**src/rtl/fifo1clk_ctrl.sv**
```systemverilog
`default_nettype none
// ============================================================================
// Module   : fifo1clk_ctrl
// Brief    : Single-clock FIFO controller for a dual-port RAM with a
//            two-cycle read latency, presenting a first-word-fall-through
//            valid/ready output through a three-entry register buffer.
//            Define FIFO1CLK_ERR_EN to build the sticky ovf/udf flags.
// Revision : 1.0  initial release
// ============================================================================
module fifo1clk_ctrl #(
    parameter int ADDRBIT   = 6,
    parameter int DEPTH     = 64,
    parameter int WIDTH     = 8,
    parameter int AFULL_LVL = 56
) (
    input  logic               clk,
    input  logic               rst_n,
    input  logic               flush,
    input  logic               wr_en,
    input  logic [WIDTH-1:0]   wr_data,
    output logic               full,
    output logic               afull,
    output logic               rd_vld,
    input  logic               rd_rdy,
    output logic [WIDTH-1:0]   rd_data,
    output logic [ADDRBIT+1:0] level,
    output logic               ovf,
    output logic               udf,
    output logic               ram_wren,
    output logic [ADDRBIT-1:0] ram_wraddr,
    output logic [WIDTH-1:0]   ram_wdata,
    output logic [ADDRBIT-1:0] ram_rdaddr,
    input  logic [WIDTH-1:0]   ram_q
);

    localparam int                 c_CNT_W   = ADDRBIT + 1;
    localparam int                 c_LVL_W   = ADDRBIT + 2;
    localparam logic [c_CNT_W-1:0] c_DEPTH   = c_CNT_W'(DEPTH);
    localparam logic [c_CNT_W-1:0] c_AFULL   = c_CNT_W'(AFULL_LVL);
    localparam logic [ADDRBIT-1:0] c_PTR_ONE = ADDRBIT'(1);

    logic [ADDRBIT-1:0] r_wp;
    logic [ADDRBIT-1:0] r_rp;
    logic [c_CNT_W-1:0] r_ram_cnt;
    logic [1:0]         r_pipe;
    logic [WIDTH-1:0]   r_ob [3];
    logic [1:0]         r_ob_cnt;
    logic               r_full;
    logic               r_afull;
    logic [c_LVL_W-1:0] r_level;

    logic               w_wr_acc;
    logic               w_pop;
    logic               w_fetch;
    logic [2:0]         w_inflight;
    logic [c_CNT_W-1:0] w_ram_cnt_nxt;
    logic [1:0]         w_pipe_nxt;
    logic [1:0]         w_ob_cnt_nxt;
    logic [1:0]         w_ob_wr_idx;
    logic [c_LVL_W-1:0] w_level_nxt;

    // Gating with rst_n keeps the RAM write strobe quiet while reset is held.
    assign w_wr_acc   = rst_n & wr_en & ~r_full & ~flush;
    assign w_pop      = (r_ob_cnt != 2'd0) & rd_rdy;
    assign w_inflight = 3'(r_ob_cnt) + 3'(r_pipe[0]) + 3'(r_pipe[1]);
    // Only fetch if the word is guaranteed a free obuf slot on arrival.
    assign w_fetch    = (r_ram_cnt != '0) && (w_inflight < (3'd3 + 3'(w_pop)));

    assign w_ram_cnt_nxt = r_ram_cnt + c_CNT_W'(w_wr_acc) - c_CNT_W'(w_fetch);
    assign w_pipe_nxt    = {r_pipe[0], w_fetch};
    assign w_ob_cnt_nxt  = r_ob_cnt + 2'(r_pipe[1]) - 2'(w_pop);
    assign w_ob_wr_idx   = r_ob_cnt - 2'(w_pop);
    assign w_level_nxt   = c_LVL_W'(w_ram_cnt_nxt) + c_LVL_W'(w_pipe_nxt[0])
                         + c_LVL_W'(w_pipe_nxt[1]) + c_LVL_W'(w_ob_cnt_nxt);

    always_ff @(posedge clk or negedge rst_n) begin
        if (!rst_n) begin
            r_wp      <= '0;
            r_rp      <= '0;
            r_ram_cnt <= '0;
            r_pipe    <= '0;
            r_ob_cnt  <= '0;
            r_full    <= 1'b0;
            r_afull   <= 1'b0;
            r_level   <= '0;
            for (int i = 0; i < 3; i++) r_ob[i] <= '0;
        end else if (flush) begin
            r_wp      <= '0;
            r_rp      <= '0;
            r_ram_cnt <= '0;
            r_pipe    <= '0;
            r_ob_cnt  <= '0;
            r_full    <= 1'b0;
            r_afull   <= 1'b0;
            r_level   <= '0;
            for (int i = 0; i < 3; i++) r_ob[i] <= '0;
        end else begin
            if (w_wr_acc) r_wp <= r_wp + c_PTR_ONE;
            if (w_fetch)  r_rp <= r_rp + c_PTR_ONE;
            r_ram_cnt <= w_ram_cnt_nxt;
            r_pipe    <= w_pipe_nxt;
            r_ob_cnt  <= w_ob_cnt_nxt;
            r_full    <= (w_ram_cnt_nxt == c_DEPTH);
            r_afull   <= (w_ram_cnt_nxt >= c_AFULL);
            r_level   <= w_level_nxt;
            if (w_pop) begin
                r_ob[0] <= r_ob[1];
                r_ob[1] <= r_ob[2];
            end
            // Arriving word lands behind the post-pop tail; overrides the shift.
            for (int i = 0; i < 3; i++) begin
                if (r_pipe[1] && (w_ob_wr_idx == 2'(i))) r_ob[i] <= ram_q;
            end
        end
    end

`ifdef FIFO1CLK_ERR_EN
    logic r_ovf;
    logic r_udf;

    always_ff @(posedge clk or negedge rst_n) begin
        if (!rst_n) begin
            r_ovf <= 1'b0;
            r_udf <= 1'b0;
        end else begin
            if (wr_en && r_full)   r_ovf <= 1'b1;
            if (rd_rdy && !rd_vld) r_udf <= 1'b1;
        end
    end

    assign ovf = r_ovf;
    assign udf = r_udf;
`else
    assign ovf = 1'b0;
    assign udf = 1'b0;
`endif

    assign full       = r_full;
    assign afull      = r_afull;
    assign rd_vld     = (r_ob_cnt != 2'd0);
    assign rd_data    = r_ob[0];
    assign level      = r_level;
    assign ram_wren   = w_wr_acc;
    assign ram_wraddr = r_wp;
    assign ram_wdata  = wr_data;
    assign ram_rdaddr = r_rp;

endmodule
`default_nettype wire

```
**config.mk**
```make
export PLATFORM = sky130hd
export DESIGN_NAME = fifo1clk_ctrl
export DESIGN_NICKNAME = d
export VERILOG_FILES = /design/src/rtl/fifo1clk_ctrl.sv
export SDC_FILE = /design/constraint.sdc
export NUM_CORES = 1
export LEC_CHECK = 0
export CAP_MARGIN = 20
export CORE_MARGIN = 3
export CORE_UTILIZATION = 40
export CTS_BUF_LIST = sky130_fd_sc_hd__clkbuf_8 sky130_fd_sc_hd__clkbuf_16
export DETAILED_ROUTE_END_ITERATION = 6
export DONT_BUFFER_PORTS = 1
export GPL_TIMING_DRIVEN = 0
export PLACE_DENSITY = 0.51
export SYNTH_ARGS = -nofsm -noshare
export SYNTH_HDL_FRONTEND = slang
export SYNTH_SLANG_ARGS = --single-unit
```
**constraint.sdc**
```tcl
create_clock -name clk -period 7.5 [get_ports clk]
set_input_delay 1.5 -clock clk [delete_from_list [all_inputs] [get_ports clk]]
set_output_delay 1.5 -clock clk [all_outputs]
set_load 0.005 [all_outputs]
```
==> out/results.txt <==
The maximum operating frequency was 167 MHz. The most common cell after layout, fill and taps aside was dfrtp_1. The worst path needs 5.97 ns of the cycle, external delays included. Cell internal power was estimated by the tool at 0.966 mW.

The global-route total usage across every layer was 0.164; the overall overflow remaining after global route was 0. The mapped netlist covers 0.00315 sq mm. The starting density of the core was 0.422; the share of power burned in registers was 0.260. For this block, the initial DRC count from the detailed router was 52. The die footprint is 0.00896 sq mm, and the number of hold-repair buffers added at the cts stage is 0. The critical path is of the input port to register type. The design draws 1.68 mW. The synthesis warning total is 0.

By instance count, the cell type seen most on the critical path is ha_1. After clock tree synthesis, the clock-pin slew on the worst setup and hold paths is 0.06 ns. In this run the power density over the cells is 483 mW/mm^2.

TritonCTS built the clock tree. The run gives 0.00143 sq mm as the flip-flop and latch area. The run gives 0 as the max-slew violation count. The tools report the timing startpoint of the critical path as rd_rdy.

The global-route wire length before repair came out at 11200 um. The maximum number of pins on one net before global-route repair is 59, and the clock tree buffer depth is 2. The largest stage delay on the critical path is 0.50 ns, and the critical path depth is 22. Cell with the largest stage delay on the worst path: fa_1.

The worst-case IR drop observed on VDD is 424 uV. The number of buffers inserted by port buffering was 0. The via count of the first global-routing pass was 2266; the area overhead of the layout relative to synthesis was 10.3%. Post-layout net count: 389. The share of the cycle needed by the critical path after routing came out at 0.797. The worst setup path is launched from an input port. Mean instance size in the synthesized netlist: 9.45 sq um.

In the final routed layout, each cell accounts on average for 15.0 um. The first detailed-routing pass took 4 iterations. Once the clock tree was built, the setup fixing pass inserted 0 buffers. Fill cells in the final layout number 753. In this run the critical register-to-register path is captured at level[6]. The residual antenna-violating net count after detailed routing is 0. For the post-route setup TNS, the log shows 0 ns.

63 I/O pins were placed. Data arrival time of the worst path: 6.23 ns. The distinct cell type count after synthesis was 43. For the clock network fraction of design power, the log shows 0.170.

In this run the horizontal extent of the chip is 94.7 um. The combined buffer and inverter count along the critical path is 5. At the pin with the least slew margin, the transition time is 0.895 ns.

The logs give 0 for the number of max-capacitance violations reported and 7.76 ns for the data required time of the critical path. Gates resized during post-CTS repair numbered 0. Grouping stages by cell kind, the critical path spends the most delay in adder cells. The tightest min-delay check is of the register to register type.

Root buffer cell: clkbuf_8. Using the TritonRoute via totals, the vias-per-cell ratio works out to 5.03. The later pin in the worst-skew pair is clocked with a latency of 0.34 ns. In the final layout, the multi-input gates occupy 0.00148 sq mm.

The worst slew slack as a fraction of its limit was 0.402; the total leakage power was 1.69 nW. The synthesized flop and latch total is 57. The library cells used most frequently in the layout, excluding fill and tap cells, are dfrtp_1 (57), nor2_1 (51), nand2_1 (41). Count of final hold-check violations: 0.

The flow ran to the end, and the final reports show no timing, DRC or antenna violations. For this design, the sink count on the clock tree is 57. The logs give 0.453 for the sequential-to-total area share from yosys stat and 6750 um for the total detailed-routing wirelength. The die is 94.7 um tall. Critical path endpoint category: a register. In this run the critical register-to-register path is launched from r_ob_cnt[1].

The fraction of power spent switching nets was 0.424; the vias after detailed routing was 2257. The fraction of layout cells with a size suffix above 1 was 0.120. The tools report the core box area as 0.00745 sq mm. Counting every instance in the synthesized netlist gives 333. The maximum fanout count along the critical path was 11; the final setup violation count was 0.

The clock buffer count from CTS is 9. For the worst flop-to-flop path, the logic depth is 23. The clock skew after layout was 0.00520 ns; the total net switching power was 0.710 mW. The tools report the register-to-register path setup slack as 2.05 ns.

The tools report the worst setup path endpoint as level[6]. Setup repair after global routing left no endpoint under its margin. Routability congestion estimate: 0.769. The clock tree synthesis step divided the H-tree into 3 levels. The total inserted antenna cells is 0, and the total number of placement rows is 31. The tools report the number of antenna violations at the first check in global routing as 0.

The wire-length estimate of the detail-placed layout is 4870 um. For the number of design rule violations left after detail routing, the log shows 0. The combinational cell fraction of total power is 0.570. Traced cell by cell, the critical path runs through nand2_4 > inv_4 > clkbuf_1 > ha_1 > o21a_1 > o21a_1 > or3_1 > buf_2 > or2_2 > nand2_1 > ha_1 > inv_1 > fa_1 > inv_1 > ha_1 > fa_1 > a21oi_1 > nor2b_1 > mux2i_1 > nor2_1 > a21o_1 > a21oi_1.
kinds of logic after synthesis:
logic type | share of synthesized area
AO/OA/AOI/OAI | 0.0939
flip-flops | 0.453
other | 0.00119
AND/OR/NAND/NOR | 0.188
multiplexers | 0.0318
XOR/XNOR | 0.0557
buffers and inverters | 0.0776
adder cells (fa/ha/maj) | 0.0986
sequential cells by signal, summed over array words and instances, names as in the netlist:
register / cells
r_ob: 16
level: 8
rd_data: 8
r_ram_cnt: 7
ram_rdaddr: 6
ram_wraddr: 6
r_ob_cnt: 2
r_pipe: 2
afull: 1
full: 1
worst min-delay path, stage by stage, from the launching register on:
cell     delay [ns]
dfrtp_1        0.34
mux2i_1        0.07
nor2_1         0.07
worst min path at each step:
stage	slack (ns)	start	end	cells past startpoint
4_1_cts	0.53	r_ob[3]	r_ob[3]	2
6_report	0.52	r_ob[6]	r_ob[6]	2
2_1_floorplan	0.49	r_ob[0]	r_ob[0]	2
3_3_place_gp	0.50	r_ob[4]	r_ob[4]	2
3_5_place_dp	0.52	r_ob[3]	r_ob[3]	2
5_1_grt	0.55	r_ob[5]	r_ob[5]	2
synth_stat cells (all sizes together):
| library cell | n | area share |
|---|---|---|
| a311oi | 8 | 0.022 |
| and3 | 1 | 0.0020 |
| nor3 | 3 | 0.0048 |
| a21o | 2 | 0.0048 |
| o311ai | 2 | 0.0056 |
| nand2 | 42 | 0.053 |
| and2 | 2 | 0.0040 |
| conb | 1 | 0.0012 |
| inv | 17 | 0.021 |
| nand2b | 3 | 0.0060 |
| and4b | 1 | 0.0032 |
| xor2 | 11 | 0.031 |
| o21ai | 4 | 0.0064 |
| or2 | 3 | 0.0068 |
| buf | 20 | 0.046 |
| or4 | 2 | 0.0060 |
| a21oi | 25 | 0.040 |
| clkbuf | 9 | 0.011 |
| nor3b | 2 | 0.0048 |
| nor2b | 7 | 0.014 |
| o21ba | 1 | 0.0032 |
| fa | 3 | 0.019 |
| mux2i | 10 | 0.032 |
| nand4 | 1 | 0.0020 |
| nor2 | 51 | 0.061 |
| o21a | 2 | 0.0048 |
| nor4 | 1 | 0.0020 |
| dfrtp | 57 | 0.45 |
| ha | 20 | 0.080 |
| or3 | 3 | 0.0060 |
| nand3b | 1 | 0.0024 |
| nand4b | 1 | 0.0028 |
| nand3 | 5 | 0.0080 |
| o31ai | 1 | 0.0024 |
| a211oi | 1 | 0.0024 |
| xnor2 | 9 | 0.025 |
| o21bai | 1 | 0.0024 |
power groups by stage:
| stage | logic (mW) | clock network [mW] | registers (mW) |
|---|---|---|---|
| finish | 0.955 | 0.285 | 0.436 |
| global route | 1.11 | 0.307 | 0.445 |
| CTS | 0.973 | 0.293 | 0.439 |
| detailed placement | 0.963 | 0 | 0.442 |
| global placement | 0.950 | 0 | 0.441 |
| floorplan | 0.774 | 0 | 0.427 |
final cells by class:
class	count	share of cell area
flip-flops and latches	57	0.411
clock inverters	6	0.0166
well taps	99	0.0357
inverters	17	0.0191
multi-input cells	231	0.426
clock buffers	10	0.0397
plain buffers	29	0.0512
per-stage QoR:
stage	cell area, sq um	hold WS [ns]	setup WS, ns	util	std cells
after floorplan	3150	0.489	1.82	-	334
after global placement	3270	0.504	1.22	0.440	433
after detailed placement	3270	0.516	1.16	0.440	433
after CTS	3470	0.530	1.50	0.466	449
after global routing	3470	0.553	1.10	0.466	449
final	3470	0.524	1.53	0.466	449
metal layers:
layer / track usage / vias to the layer above / share of wire
met5: 0 / - / 0
met4: 0.0613 / 0 / 0.013
met3: 0.0526 / 8 / 0.061
met2: 0.251 / 54 / 0.46
met1: 0.218 / 1084 / 0.46
li1: - / 1111 / -
No activity file was read; power rests on OpenSTA's default activity.
